===== src/rtl/io_intr_pkg.sv =====
// Shared encodings for the IO interrupt controller: channel FSM states,
// status/command bit positions. Timer is built only with IO_INTR_TIMER_EN.
package io_intr_pkg;

  typedef enum logic {
    IDLE   = 1'b0,
    ACTIVE = 1'b1
  } chan_state_e;

  localparam int NUM_CH = 2;

  // status = {4'b0, ovf2, ovf1, pend2, pend1}
  localparam int ST_PEND = 0;
  localparam int ST_OVF  = 2;

  // cpu_cmd: bit c toggles ack for channel c, bit 7 toggles overflow clear
  localparam int CMD_ACK     = 0;
  localparam int CMD_OVF_CLR = 7;

endpackage


===== src/rtl/io_intr_ctrl_if.sv =====
// CPU/event-side signal bundle of io_intr_ctrl.
interface io_intr_ctrl_if;
  logic       ev1;
  logic       ev2;
  logic [7:0] cpu_cmd;
  logic [7:0] cpu_period;
  logic       intr1;
  logic       intr2;
  logic [7:0] status;
  logic [7:0] tcount;

  modport master (
    output ev1, ev2, cpu_cmd, cpu_period,
    input  intr1, intr2, status, tcount
  );

  modport slave (
    input  ev1, ev2, cpu_cmd, cpu_period,
    output intr1, intr2, status, tcount
  );
endinterface


===== src/rtl/intr_chan.sv =====
// One interrupt channel: IDLE/ACTIVE request FSM plus a sticky overflow flag.
module intr_chan
  import io_intr_pkg::*;
(
  input  logic clk,
  input  logic reset,
  input  logic ev,
  input  logic ack,
  input  logic ovf_clr,
  output logic active,
  output logic ovf
);

  chan_state_e state, state_nxt;
  logic        ovf_nxt;

  always_ff @(posedge clk) begin
    if (!reset) begin
      state <= IDLE;
      ovf   <= 1'b0;
    end else begin
      state <= state_nxt;
      ovf   <= ovf_nxt;
    end
  end

  // An overflow set in the same cycle as a clear takes precedence.
  always_comb begin
    state_nxt = state;
    ovf_nxt   = ovf;
    if (ovf_clr) ovf_nxt = 1'b0;
    case (state)
      IDLE:    if (ev) state_nxt = ACTIVE;
      ACTIVE: begin
        if (ack && !ev)      state_nxt = IDLE;
        else if (ev && !ack) ovf_nxt   = 1'b1;
      end
      default: state_nxt = IDLE;
    endcase
  end

  assign active = (state == ACTIVE);

endmodule


===== src/rtl/io_intr_ctrl.sv =====
// Two-channel interrupt controller with edge-detected events, toggle acks,
// sticky overflow flags and an optional period timer (IO_INTR_TIMER_EN).
module io_intr_ctrl
  import io_intr_pkg::*;
(
  input  logic           clk,
  input  logic           reset,
  io_intr_ctrl_if.slave  bus
);

  logic [NUM_CH-1:0] ev_in, ev_q, ack_q, ack, chan_ev, active, ovf;
  logic              clr_q, clr, tmr_ev;
  logic [7:0]        count;

  assign ev_in = {bus.ev2, bus.ev1};

  // History keeps sampling through reset so nothing fires on release.
  always_ff @(posedge clk) begin
    ev_q  <= ev_in;
    ack_q <= bus.cpu_cmd[CMD_ACK +: NUM_CH];
    clr_q <= bus.cpu_cmd[CMD_OVF_CLR];
  end

  assign ack = bus.cpu_cmd[CMD_ACK +: NUM_CH] ^ ack_q;
  assign clr = bus.cpu_cmd[CMD_OVF_CLR] ^ clr_q;

`ifdef IO_INTR_TIMER_EN
  // A new period is only picked up when the count reloads.
  always_ff @(posedge clk) begin
    if (!reset || bus.cpu_period == 8'd0) count <= 8'd0;
    else if (count <= 8'd1)               count <= bus.cpu_period;
    else                                  count <= count - 8'd1;
  end

  assign tmr_ev = (bus.cpu_period != 8'd0) && (count == 8'd1);
`else
  assign count  = 8'd0;
  assign tmr_ev = 1'b0;
`endif

  // Timer tick merges into channel 2; a coincident ev2 edge is one event.
  assign chan_ev = (ev_in & ~ev_q) | {tmr_ev, {(NUM_CH-1){1'b0}}};

  for (genvar c = 0; c < NUM_CH; c++) begin : g_ch
    intr_chan u_chan (
      .clk     (clk),
      .reset   (reset),
      .ev      (chan_ev[c]),
      .ack     (ack[c]),
      .ovf_clr (clr),
      .active  (active[c]),
      .ovf     (ovf[c])
    );
  end

  always_comb begin
    bus.status                      = 8'd0;
    bus.status[ST_PEND +: NUM_CH]   = active;
    bus.status[ST_OVF  +: NUM_CH]   = ovf;
  end

  assign bus.intr1  = active[0];
  assign bus.intr2  = active[1];
  assign bus.tcount = count;

endmodule


===== src/flat_wrapper.sv =====
// flat-port wrapper written by rule: the top's interface ports become plain ports
module io_intr_ctrl_flat import io_intr_pkg::*;
  (clk, reset, bus_ev1, bus_ev2, bus_cpu_cmd, bus_cpu_period, bus_intr1, bus_intr2, bus_status, bus_tcount);
  io_intr_ctrl_if bus_i ();
  input  logic clk;
  input  logic reset;
  input wire logic [$bits(bus_i.ev1)-1:0] bus_ev1;
  input wire logic [$bits(bus_i.ev2)-1:0] bus_ev2;
  input wire logic [$bits(bus_i.cpu_cmd)-1:0] bus_cpu_cmd;
  input wire logic [$bits(bus_i.cpu_period)-1:0] bus_cpu_period;
  output wire logic [$bits(bus_i.intr1)-1:0] bus_intr1;
  output wire logic [$bits(bus_i.intr2)-1:0] bus_intr2;
  output wire logic [$bits(bus_i.status)-1:0] bus_status;
  output wire logic [$bits(bus_i.tcount)-1:0] bus_tcount;
  assign bus_i.ev1 = bus_ev1;
  assign bus_i.ev2 = bus_ev2;
  assign bus_i.cpu_cmd = bus_cpu_cmd;
  assign bus_i.cpu_period = bus_cpu_period;
  assign bus_intr1 = bus_i.intr1;
  assign bus_intr2 = bus_i.intr2;
  assign bus_status = bus_i.status;
  assign bus_tcount = bus_i.tcount;
  io_intr_ctrl u_core (.clk(clk), .reset(reset), .bus(bus_i));
endmodule

===== config.mk =====
export PLATFORM = sky130hd
export DESIGN_NAME = io_intr_ctrl_flat
export DESIGN_NICKNAME = d
export VERILOG_FILES = /design/src/rtl/io_intr_pkg.sv /design/src/rtl/io_intr_ctrl_if.sv /design/src/rtl/intr_chan.sv /design/src/rtl/io_intr_ctrl.sv /design/src/flat_wrapper.sv
export SDC_FILE = /design/constraint.sdc
export NUM_CORES = 1
export LEC_CHECK = 0
export ABC_AREA = 1
export ABC_CLOCK_PERIOD_IN_PS = 800
export CORE_UTILIZATION = 31
export CTS_BUF_LIST = sky130_fd_sc_hd__clkbuf_4
export DETAILED_ROUTE_END_ITERATION = 10
export HOLD_SLACK_MARGIN = 0.02
export PLACE_DENSITY = 0.76
export SLEW_MARGIN = 20
export SYNTH_ARGS = -nofsm -noshare
export SYNTH_HDL_FRONTEND = slang
export SYNTH_SLANG_ARGS = --single-unit

===== constraint.sdc =====
create_clock -name clk -period 0.8 [get_ports clk]
set_input_delay 0.08 -clock clk [delete_from_list [all_inputs] [get_ports clk]]
set_output_delay 0.08 -clock clk [all_outputs]
set_load 0.03 [all_outputs]

==> metrics, run 1 <==
failing checks=negative setup slack; R2R depth=4; via count=313; Max Clk Rate=between 1000 and 1500 MHz; # hold bufs at CTS=0; buffers plus inverters on the worst setup path=1; Slew Limit Fails=0; sequential power share=0.459; Post-Layout Cell Count=85; Port Buffers=12; Die Height=~39 um; # diodes=0; post-layout util=0.4202; drt drc=0; Worst path depth=1; Synth Cell Area=435.4 um2; placed insts=a little over 80; Top FF cell, synth=dfxtp_1; Synth cell types=8; Root Driver=clkbuf_4; initial core utilization=0.3346; Synth Warn #=0; top post-synthesis cells by count=buf_4 (16), nand2_1 (14), inv_1 (11); Cell Int Power=0.0007522 W; Synth Area per Inst=roughly 7.4 um2; wire length of the first global-routing pass=897 um; Antenna Nets Post-Route=0; largest area contributor in the netlist=dfxtp_1; ys async rst share=0; post-CTS setup repair buffer count=0; CP startpoint kind=register; Detail Placement HPWL=428.5 um; final hold slack=0.2938 ns; status=finished, violations left; clock skew=0.002294 ns; combinational power share=0.185; CTS tree=built; largest cells by area after synthesis=dfxtp_1 (41%), buf_4 (28%), nand2_1 (12%); max_cap viols=0; crit path time final=0.8263 ns; Die ar.=1558 um2; cts bufs inserted=3; iteration-0 DRC count of the detailed router=0; post-route setup TNS=-0.1033 ns; initial antenna violation count=0; post-synth top area share=0.4138; share of cells above drive strength 1=0.2143; Final #Nets=91; core area=between 1000 and 1500 um2; Crit path largest cell delay=0.36 ns; Data required, critical path=0.72 ns; Worst EP arrival=between 0.7 and 0.8 ns; die width=39.48 um; Pwr per Cell Area=1906 nW/um2; post-place setup slack=-0.1934 ns; via count of the first global-routing pass=244; I/O pins=38; DR pass1 iterations=1; CP max-delay cell=dfxtp_4; Worst-path clk slew=0.06 ns; Post-synth EDFFs=0; std cell rows=13; Worst-Skew Late Latency=0.25 ns; worst hold path depth=1; Psw=0.0002898 W; synth-to-layout area growth=25.57%; most common cell in the netlist=buf_4; critical-path cell list=buf_6; Critical Path Sink Type=output pin; CTS sink cnt=9; largest net degree at the start of global routing=6; Sw Ratio=0.2781; final hold violations=0; top cell family by delay on the critical path=flip-flops; GP Congestion=about 0.70; # H-tree levels=1; clock power share=0.356; vias per cell=about 3.7; crit-path max FO=4; Clock Tree Buf Depth=2; kind of critical path=reg -> out; peak supply drop=1.051 mV; Filler cells=151; RSZ-0062 raised after global routing=yes; grt ovf=0; wirelength, routed=534 um; All-Layer GR Usage=0.09776; sequential element share of the synthesized area=0.4138; #FFs+latches synth=9; Leakage Power=about 0.28 nW; period utilization=1.033; Hold WC Path Type=in -> reg; Routed WL per cell=about 6.3 um; worst setup margin=-0.02633 ns; post-synthesis cell count=59; count of final setup violators=4
state kept, by name, indices dropped and copies added (netlist names):
name	flops
u_core.g_ch.u_chan.ovf	2
u_core.clr_q	1
u_core.ev_q	2
u_core.g_ch.u_chan.active	2
u_core.ack_q	2
cells in the final DEF, fill, tap and decap left out, drive strengths merged:
cell type	count
nand3	2
inv	11
nand2	14
nor2	2
conb	12
dfxtp	9
a21oi	4
clkdlybuf4s50	6
buf	6
clkbuf	4
through the flow:
| step | cell area [um2] | power [W] |
|---|---|---|
| after floorplan | 479.2 | 0.0006721 |
| after global placement | 483.0 | 0.0006725 |
| after detailed placement | 483.0 | 0.0006752 |
| after CTS | 540.5 | 0.001068 |
| after global routing | 546.8 | 0.001117 |
| final | 546.8 | 0.001042 |
per-layer routing:
layer	global-route usage	up-vias	wire (um)
met5	0	-	0
li1	-	165	-
met2	0.1270	15	243
met3	0.1023	2	66
met4	0.05172	0	9
met1	0.09556	131	214
power by group through the flow:
stage	clock network, W	logic, W	registers, W
3_3_place_gp	0	0.000183	0.000489
5_1_grt	0.000425	0.000210	0.000481
2_1_floorplan	0	0.000173	0.000499
3_5_place_dp	0	0.000185	0.000490
4_1_cts	0.000394	0.000193	0.000481
6_report	0.000371	0.000193	0.000479
worst register-to-register path, delay by kind of cell (launching register included):
| kind | cells | cell delay [ns] |
|---|---|---|
| AO/OA/AOI/OAI | 1 | 0.10 |
| AND/OR/NAND/NOR | 2 | 0.16 |
| buffers and inverters | 1 | 0.04 |
| flip-flops | 1 | 0.36 |
final cells by class:
cell class / instances / area, um2 / share of cell area
tap: 15 / 18.77 / 0.03432
timing repair buffer: 12 / 127.6 / 0.2334
sequential: 9 / 190.2 / 0.3478
inverter: 11 / 41.29 / 0.07551
clock buffer: 4 / 30.03 / 0.05492
multi-input combinational: 34 / 138.9 / 0.2540
logic make-up (layout without fill, tap and decap cells):
| logic type | after synthesis | in the layout | share of synthesized area |
|---|---|---|---|
| compound gates | 4 | 4 | 0.04598 |
| buf+inv | 27 | 27 | 0.3707 |
| flops | 9 | 9 | 0.4138 |
| other cells | 1 | 12 | 0.008612 |
| simple gates | 18 | 18 | 0.1609 |
path summary, 6_finish.rpt:
check                                    start                   endpoint  slack, ns
setup / recovery  u_core.g_ch[0].u_chan.active              bus_status[0]      -0.03
hold / removal                         bus_ev2             u_core.ev_q[1]       0.29
setup reg to reg  u_core.g_ch[1].u_chan.active  u_core.g_ch[1].u_chan.ovf       0.07
hold reg to reg      u_core.g_ch[0].u_chan.ovf  u_core.g_ch[0].u_chan.ovf       0.49
timing repair:
| action | 4_1_cts | 5_1_grt |
|---|---|---|
| gates resized for setup | 9 | 2 |
| hold endpoints to repair | 0 | 0 |
| endpoints found under the setup margin | 6 | 7 |
Power figures use the tool's default switching activity.
==> run 2: changes to the inputs <==
--- a/config.mk
+++ b/config.mk
@@ -9,6 +9,7 @@
 export ABC_CLOCK_PERIOD_IN_PS = 800
 export CORE_UTILIZATION = 31
 export CTS_BUF_LIST = sky130_fd_sc_hd__clkbuf_4
+export CTS_CLUSTER_DIAMETER = 50
 export DETAILED_ROUTE_END_ITERATION = 10
 export HOLD_SLACK_MARGIN = 0.02
 export PLACE_DENSITY = 0.76
==> results of run 2 <==
Same layout as run 1: the final DEF is identical, and so are final timing and power.
